## src/rtl/score_bcd_conv.sv

```systemverilog
// score_bcd_conv: sequential shift-add-3 binary-to-BCD converter, one bit per clock.
// Feeds the seven-segment decoders. Each 4-bit slice of digits drives one decoder
// input, and the matching digit_en bit blanks leading zeros.
// Ports:
//   clk, rst       - clock and synchronous active-high reset
//   start, value   - conversion request and the binary operand (sampled on accept)
//   busy, done     - conversion in progress / one-cycle result strobe
//   digits         - BCD result, [3:0] is the ones digit
//   digit_en       - per-digit display enable (leading-zero blanking)
//   overflow       - last accepted value exceeded 10^DIGITS-1 (digits forced to 9s)
module score_bcd_conv #(
    parameter int unsigned WIDTH  = 14,
    parameter int unsigned DIGITS = 4
) (
    input  logic                  clk,
    input  logic                  rst,
    input  logic                  start,
    input  logic [WIDTH-1:0]      value,
    output logic                  busy,
    output logic                  done,
    output logic [4*DIGITS-1:0]   digits,
    output logic [DIGITS-1:0]     digit_en,
    output logic                  overflow
);

    localparam int unsigned BW     = 4 * DIGITS;
    localparam int unsigned MAXVAL = (10 ** DIGITS) - 1;
    localparam int unsigned CW     = $clog2(WIDTH + 1);

    typedef enum logic [1:0] {
        IDLE  = 2'd0,
        SHIFT = 2'd1,
        DONE  = 2'd2
    } state_t;

    state_t          state, state_nx;
    logic [WIDTH-1:0] bin;
    logic [BW-1:0]   bcd;
    logic [BW-1:0]   bcd_adj;
    logic [BW-1:0]   bcd_sh;
    logic [DIGITS-1:0] en_nx;
    logic [CW-1:0]   cnt;
    logic            ovf_pending;
    logic            last_shift;

    assign last_shift = (cnt == CW'(WIDTH - 1));

    // Add-3 correction on every digit in parallel, then shift in the next binary bit.
    always_comb begin
        logic any_nz;
        bcd_adj = bcd;
        for (int i = 0; i < int'(DIGITS); i++) begin
            if (bcd[4*i +: 4] >= 4'd5) begin
                bcd_adj[4*i +: 4] = bcd[4*i +: 4] + 4'd3;
            end
        end
        bcd_sh = {bcd_adj[BW-2:0], bin[WIDTH-1]};

        // A digit is shown if it or any more-significant digit is nonzero.
        any_nz = 1'b0;
        en_nx  = '0;
        for (int i = int'(DIGITS) - 1; i >= 0; i--) begin
            any_nz   = any_nz | (bcd_sh[4*i +: 4] != 4'd0);
            en_nx[i] = any_nz;
        end
        en_nx[0] = 1'b1;
    end

    // Next-state logic.
    always_comb begin
        state_nx = state;
        case (state)
            IDLE:    if (start) state_nx = SHIFT;
            SHIFT:   if (last_shift) state_nx = DONE;
            DONE:    state_nx = IDLE;
            default: state_nx = IDLE;
        endcase
    end

    // State register, datapath and registered outputs.
    always_ff @(posedge clk) begin
        if (rst) begin
            state       <= IDLE;
            busy        <= 1'b0;
            done        <= 1'b0;
            overflow    <= 1'b0;
            digits      <= '0;
            digit_en    <= DIGITS'(1);
            bin         <= '0;
            bcd         <= '0;
            cnt         <= '0;
            ovf_pending <= 1'b0;
        end else begin
            state <= state_nx;
            busy  <= (state_nx != IDLE);
            done  <= (state_nx == DONE);
            case (state)
                IDLE: begin
                    if (start) begin
                        bin         <= value;
                        bcd         <= '0;
                        cnt         <= '0;
                        ovf_pending <= (32'(value) > MAXVAL);
                    end
                end
                SHIFT: begin
                    bin <= bin << 1;
                    bcd <= bcd_sh;
                    cnt <= cnt + CW'(1);
                    if (last_shift) begin
                        digits   <= ovf_pending ? {DIGITS{4'h9}} : bcd_sh;
                        digit_en <= ovf_pending ? '1 : en_nx;
                        overflow <= ovf_pending;
                    end
                end
                default: ;
            endcase
        end
    end

endmodule

```

## config.mk

```make
export PLATFORM = sky130hd
export DESIGN_NAME = score_bcd_conv
export DESIGN_NICKNAME = d
export VERILOG_FILES = /design/src/rtl/score_bcd_conv.sv
export SDC_FILE = /design/constraint.sdc
export NUM_CORES = 1
export LEC_CHECK = 0
export BUFFER_PORTS_ARGS = -buffer_cell sky130_fd_sc_hd__buf_4
export CAP_MARGIN = 20
export CORE_MARGIN = 4
export CORE_UTILIZATION = 50
export CTS_BUF_LIST = sky130_fd_sc_hd__clkbuf_2
export CTS_CLUSTER_SIZE = 20
export DETAILED_ROUTE_END_ITERATION = 10
export PLACE_DENSITY = 0.7
export SYNTH_ARGS = -nofsm -noshare
export SYNTH_HDL_FRONTEND = slang
export SYNTH_SLANG_ARGS = --single-unit
```

## constraint.sdc

```tcl
create_clock -name clk -period 5.4 [get_ports clk]
set_clock_uncertainty 0.1 [all_clocks]
set_input_delay 0.81 -clock clk [delete_from_list [all_inputs] [get_ports clk]]
set_output_delay 0.81 -clock clk [all_outputs]
set_load 0.01 [all_outputs]
```

After elaboration in Yosys (flattened, before gate mapping)

Cells that the tools add are included.

Bits in registers: 60
Logic and storage cells: 50

Add/subtract/negate cells: 5
Order comparisons: 5
Equal/unequal tests: 4
Mux-type cells: 15
Bitwise operators: 2
Reductions and logical operators: 9

Operators with widths:

| cell                 | number |
|---|---|
| $mux 16              | 2 |
| $pmux 16 s2          | 1 |
| $pmux 14 s2          | 1 |
| $mux 4               | 5 |
| $ge 4x3->1 const B   | 4 |
| $gt 14x14->1 const B | 1 |
| $mux 14              | 1 |
| $add 4x2->4 const B  | 3 |
| $reduce_bool 4->1    | 3 |
| $pmux 4 s2           | 1 |
| $reduce_and 2->1     | 3 |
| $add 4x1->4 const B  | 1 |
| $eq 4x4->1 const B   | 1 |
| $mux 2               | 2 |
| $pmux 2 s2           | 1 |
| $reduce_bool 2->1    | 2 |
| $add 3x2->3 const B  | 1 |
| $mux 3               | 1 |
| $eq 2x1->1 const B   | 1 |
| $eq 2x2->1 const B   | 1 |
| $logic_not 2->1      | 1 |
| $ne 2x2->1 const B   | 1 |
| $or 1x1->1           | 2 |

Longest topological paths before layout

Word-level depth: 6
Depth in mapped cells: 8
Mapped depth without buffers: 8

Least setup slack after synthesis

Ideal clock, no wire load.

Kind: register to register
Start point: register bcd[13]
End point: register digit_en[1]
Library setup time: 0.133 ns
Arrival time: 1.528 ns
Required time: 5.167 ns
Setup slack: 3.639 ns
Stages on the path, launching flop included: 9
Buffers on the path: 0
Cell sequence: dfxtp_1 inv_1 ha_1 nand2b_1 a21oi_2 and3_1 o2111a_1 and4_4 a211oi_2

Cells in the longest elaborated chain, start to end: 6

RTL lines:

| what                                             | line   | text |
|---|---|---|
| start: declaration                               | 38     | `logic [BW-1:0] bcd;` |
| start signal: assignment                         | 108    | `bcd <= bcd_sh;` |
| $ge 4x3->1 / $add 3x2->3 (equally long branches) | 53, 54 |  |
| $mux 3 (*)                                       | 53     | `if (bcd[4*i +: 4] >= 4'd5) begin` |
| $reduce_bool 4->1 (*)                            | 63     | `any_nz = any_nz \| (bcd_sh[4*i +: 4] != 4'd0);` |
| $or 1x1->1 (*) (2 in series)                     | 63     |  |
| $mux 4 (*)                                       | 112    | `digit_en <= ovf_pending ? '1 : en_nx;` |
| end signal: assignment                           | 112    |  |
| end: declaration                                 | 22     | `output logic [DIGITS-1:0] digit_en,` |

Every way passes the cells marked *; elsewhere a longest branch is shown, timed or not.
A chain may end at the register's enable or synchronous reset.

Worst setup path after layout

Start point: register state[1]
End point: register digits[1]

Cells in the longest elaborated chain, start to end: 2

RTL lines:

| what                              | line | text |
|---|---|---|
| start: declaration                | 36   | `state_t state, state_nx;` |
| start signal: assignment          | 94   | `state <= state_nx;` |
| $eq 2x1->1                        | 97   | `case (state)` |
| $reduce_and 2->1 (no source line) | -    |  |
| end signal: assignment            | 111  | `digits <= ovf_pending ? {DIGITS{4'h9}} : bcd_sh;` |
| end: declaration                  | 21   | `output logic [4*DIGITS-1:0] digits,` |

Every way passes these cells.

==> results.py <==
metrics = {
    "cells_and_area": {
        "n_fill_cell": 472,
        "area_growth_pct": 14.6,
        "regArea_sq_um": 1180,
        "multiInputGateArea_sq_um": 1240,
        "fin_area_sq_um": 2970,
        "final_cell_mix": "61 x nor2_1, 59 x dfxtp_1, 39 x buf_4",
        "final_common_cell": "nor2_1",
        "layout.nets": 365,
        "drive_gt1_frac": 0.181,
        "instances_no_fill": 410,
        "diodes": 0,
    },
    "run": {
        "cap_violations": 0,
    },
    "setup_path": {
        "arrival_ns": 2.62,
        "cp-startpoint": "state[1]$_SDFF_PP0_",
        "reg2reg_from": "state[1]$_SDFF_PP0_",
        "cp-start-kind": "flop",
        "cp_data_required_time_ns": 5.72,
        "worstSetupPathType": "flop to flop",
        "end_kind": "flop",
        "cp_max_fo": 14,
    },
    "sta": {
        "maxSlewHeadroom": 0.291,
        "setup_viol": 0,
        "worst_pin_slew_ns": 1.06,
        "fin_tns_setup_ns": 0,
        "hold_viol_final": 0,
        "final-max-slew-violation-count": 0,
        "min_period_ns": 2.30,
        "layout_worst_path_cycle_share": 0.425,
        "rsz0062_at_grt": "false",
        "max_freq_ghz": 0.435,
    },
    "floorplan": {
        "chipWidth_um": 79.9,
        "die_h_um": 79.9,
        "rows": 25,
        "core_sq_um": 4880,
        "start_util": 0.530,
        "die_area_sq_um": 6390,
        "io_pins": 40,
    },
    "detailed_routing": {
        "highest_layer": "met4",
        "viasPerCell": 5.50,
        "vias": 2257,
        "wl_per_cell_um": 14.5,
        "antenna_left": 0,
        "first_iter_violations": 155,
        "dr.pass1.iters": 4,
        "wl_met3_um": 292,
        "drt-total-wl_um": 5930,
        "met1_length_um": 2850,
        "drcViolationCount": 0,
        "wl_met2_um": 2670,
    },
    "cts": {
        "cts_buffers": 9,
        "postCtsSetupRepairBufs": 0,
        "insertion_delay_ns": 0.48,
        "cts_tree": "done",
        "clockRootBuffer": "clkbuf_2",
        "htree_levels": 3,
        "clkSlewWorstSetupHoldPaths_ns": 0.15,
        "cts_max_path_buffers": 2,
        "cts_hold_buf": 0,
        "cts-resized-gates": 0,
        "cts.sinks": 59,
    },
    "yosys": {
        "synth.distinct_cells": 37,
        "synth-main-ff-cell": "dfxtp_1",
        "ys_top_cells_by_area": "dfxtp_1 46%, nor2_1 8.8%, a22oi_1 7.3%",
        "synth_nets": 332,
        "synth_area_leader_cell": "dfxtp_1",
        "netlist_instances": 305,
        "syn_avg_cell_area_sq_um": 8.48,
        "synth_top_area_frac": 0.456,
        "syn-cell-area_sq_um": 2590,
        "yosys_register_bits": 59,
        "yosysWarningCount": 0,
        "synth_edf_count": 0,
        "synth-seq-area-share": 0.456,
        "synthArstFlopShare": 0,
    },
    "global_routing": {
        "grtUsageTotal": 0.202,
        "grt_pass1_wl_um": 9990,
        "antenna_found_initial": 0,
        "grt_max_degree": 59,
        "grt_pass1_vias": 2134,
        "grt-ovfl-total": 0,
    },
    "power_and_ir_drop": {
        "p_per_area_nw_per_um2": 246,
        "power_uw": 730,
        "p_leak_nw": 1.23,
        "ir_drop_uv": 135,
    },
    "placed_design": {
        "dpl_cell_area_sq_um": 2890,
        "dpl.hpwl_um": 3970,
        "place_congestion": 0.796,
        "dp_cells": 394,
        "port_buffers": 38,
    },
    "hold_path": {
        "hp-class": "flop to flop",
        "hp-start": "overflow$_SDFFE_PP0P_",
    },
    "status": {
        "status": "completed",
    },
}
[stage by stage]
| stage | utilization | setup WS, ns | hold slack, ns |
|---|---|---|---|
| finish | 0.608 | 3.10 | 0.379 |
| global route | 0.608 | 2.92 | 0.397 |
| CTS | 0.608 | 3.11 | 0.375 |
| detailed placement | 0.592 | 3.16 | 0.353 |
| global placement | 0.592 | 3.24 | 0.360 |
| floorplan | - | 3.64 | 0.343 |
[sequential cells by signal, indices dropped and copies added (netlist names)]
| signal | cells |
|---|---|
| busy | 1 |
| digits | 16 |
| cnt | 4 |
| bin | 14 |
| digit_en | 3 |
| ovf_pending | 1 |
| done | 1 |
| state | 2 |
| overflow | 1 |
| bcd | 16 |
[synthesized netlist by cell type, types with 2 or more instances]
| library cell | n |
|---|---|
| nand2_1 | 18 |
| clkbuf_1 | 8 |
| a22oi_1 | 25 |
| ha_1 | 10 |
| a221oi_1 | 12 |
| nor2_1 | 61 |
| xnor2_1 | 4 |
| nor3b_1 | 2 |
| a211oi_1 | 4 |
| buf_2 | 7 |
| a21oi_1 | 12 |
| nor4_1 | 2 |
| nand2b_1 | 5 |
| buf_4 | 2 |
| o21ai_1 | 2 |
| nand3_1 | 4 |
| o22ai_1 | 15 |
| inv_1 | 23 |
| mux2i_1 | 4 |
| nor3_1 | 6 |
| dfxtp_1 | 59 |
| o21ai_0 | 5 |
[layout make-up]
type,count,area share
multi-input combinational,205,0.418
sequential,59,0.398
timing repair buffer,39,0.0987
inverter,24,0.0304
tap,67,0.0283
clock buffer,12,0.0203
clock inverter,4,0.00591
[report_power, final]
group | internal (mW) | total (mW) | switching (mW)
combinational | 0.0234 | 0.0579 | 0.0345
clock | 0.0622 | 0.217 | 0.155
sequential | 0.447 | 0.455 | 0.00791
total | 0.533 | 0.730 | 0.197
[critical path: stages, from the launching register on]
cell and delay (ns):
dfxtp_1 0.40, inv_2 0.25, nand2_2 0.16, or2_1 0.43, nor2_1 0.65, a22oi_1 0.14, nor2_1 0.12
[cells by family (layout without fill, tap and decap cells)]
| kind of cell | after synthesis | count (layout) | synth area share |
|---|---|---|---|
| other | 1 | 1 | 0.00145 |
| flip-flops | 59 | 59 | 0.456 |
| buffers and inverters | 41 | 79 | 0.0658 |
| XOR/XNOR | 4 | 4 | 0.0135 |
| adder cells (fa/ha/maj) | 10 | 10 | 0.0484 |
| AO/OA/AOI/OAI | 81 | 81 | 0.220 |
| AND/OR/NAND/NOR | 104 | 104 | 0.175 |
| multiplexers | 5 | 5 | 0.0198 |
[final timing paths]
check | end | depth (start not counted) | slack [ns]
max reg2reg | digits[1]$_SDFFE_PP0P_ | 6 | 3.10
min reg2reg | overflow$_SDFFE_PP0P_ | 2 | 0.38
min | overflow$_SDFFE_PP0P_ | 2 | 0.38
max | digits[1]$_SDFFE_PP0P_ | 6 | 3.10
[metal layers]
layer,vias to the layer above,track usage
li1,1135,-
met1,1068,0.268
met2,45,0.298
met3,9,0.0564
met4,0,0.0980
met5,-,0
Note: power is estimated with default switching activity, not from simulation.
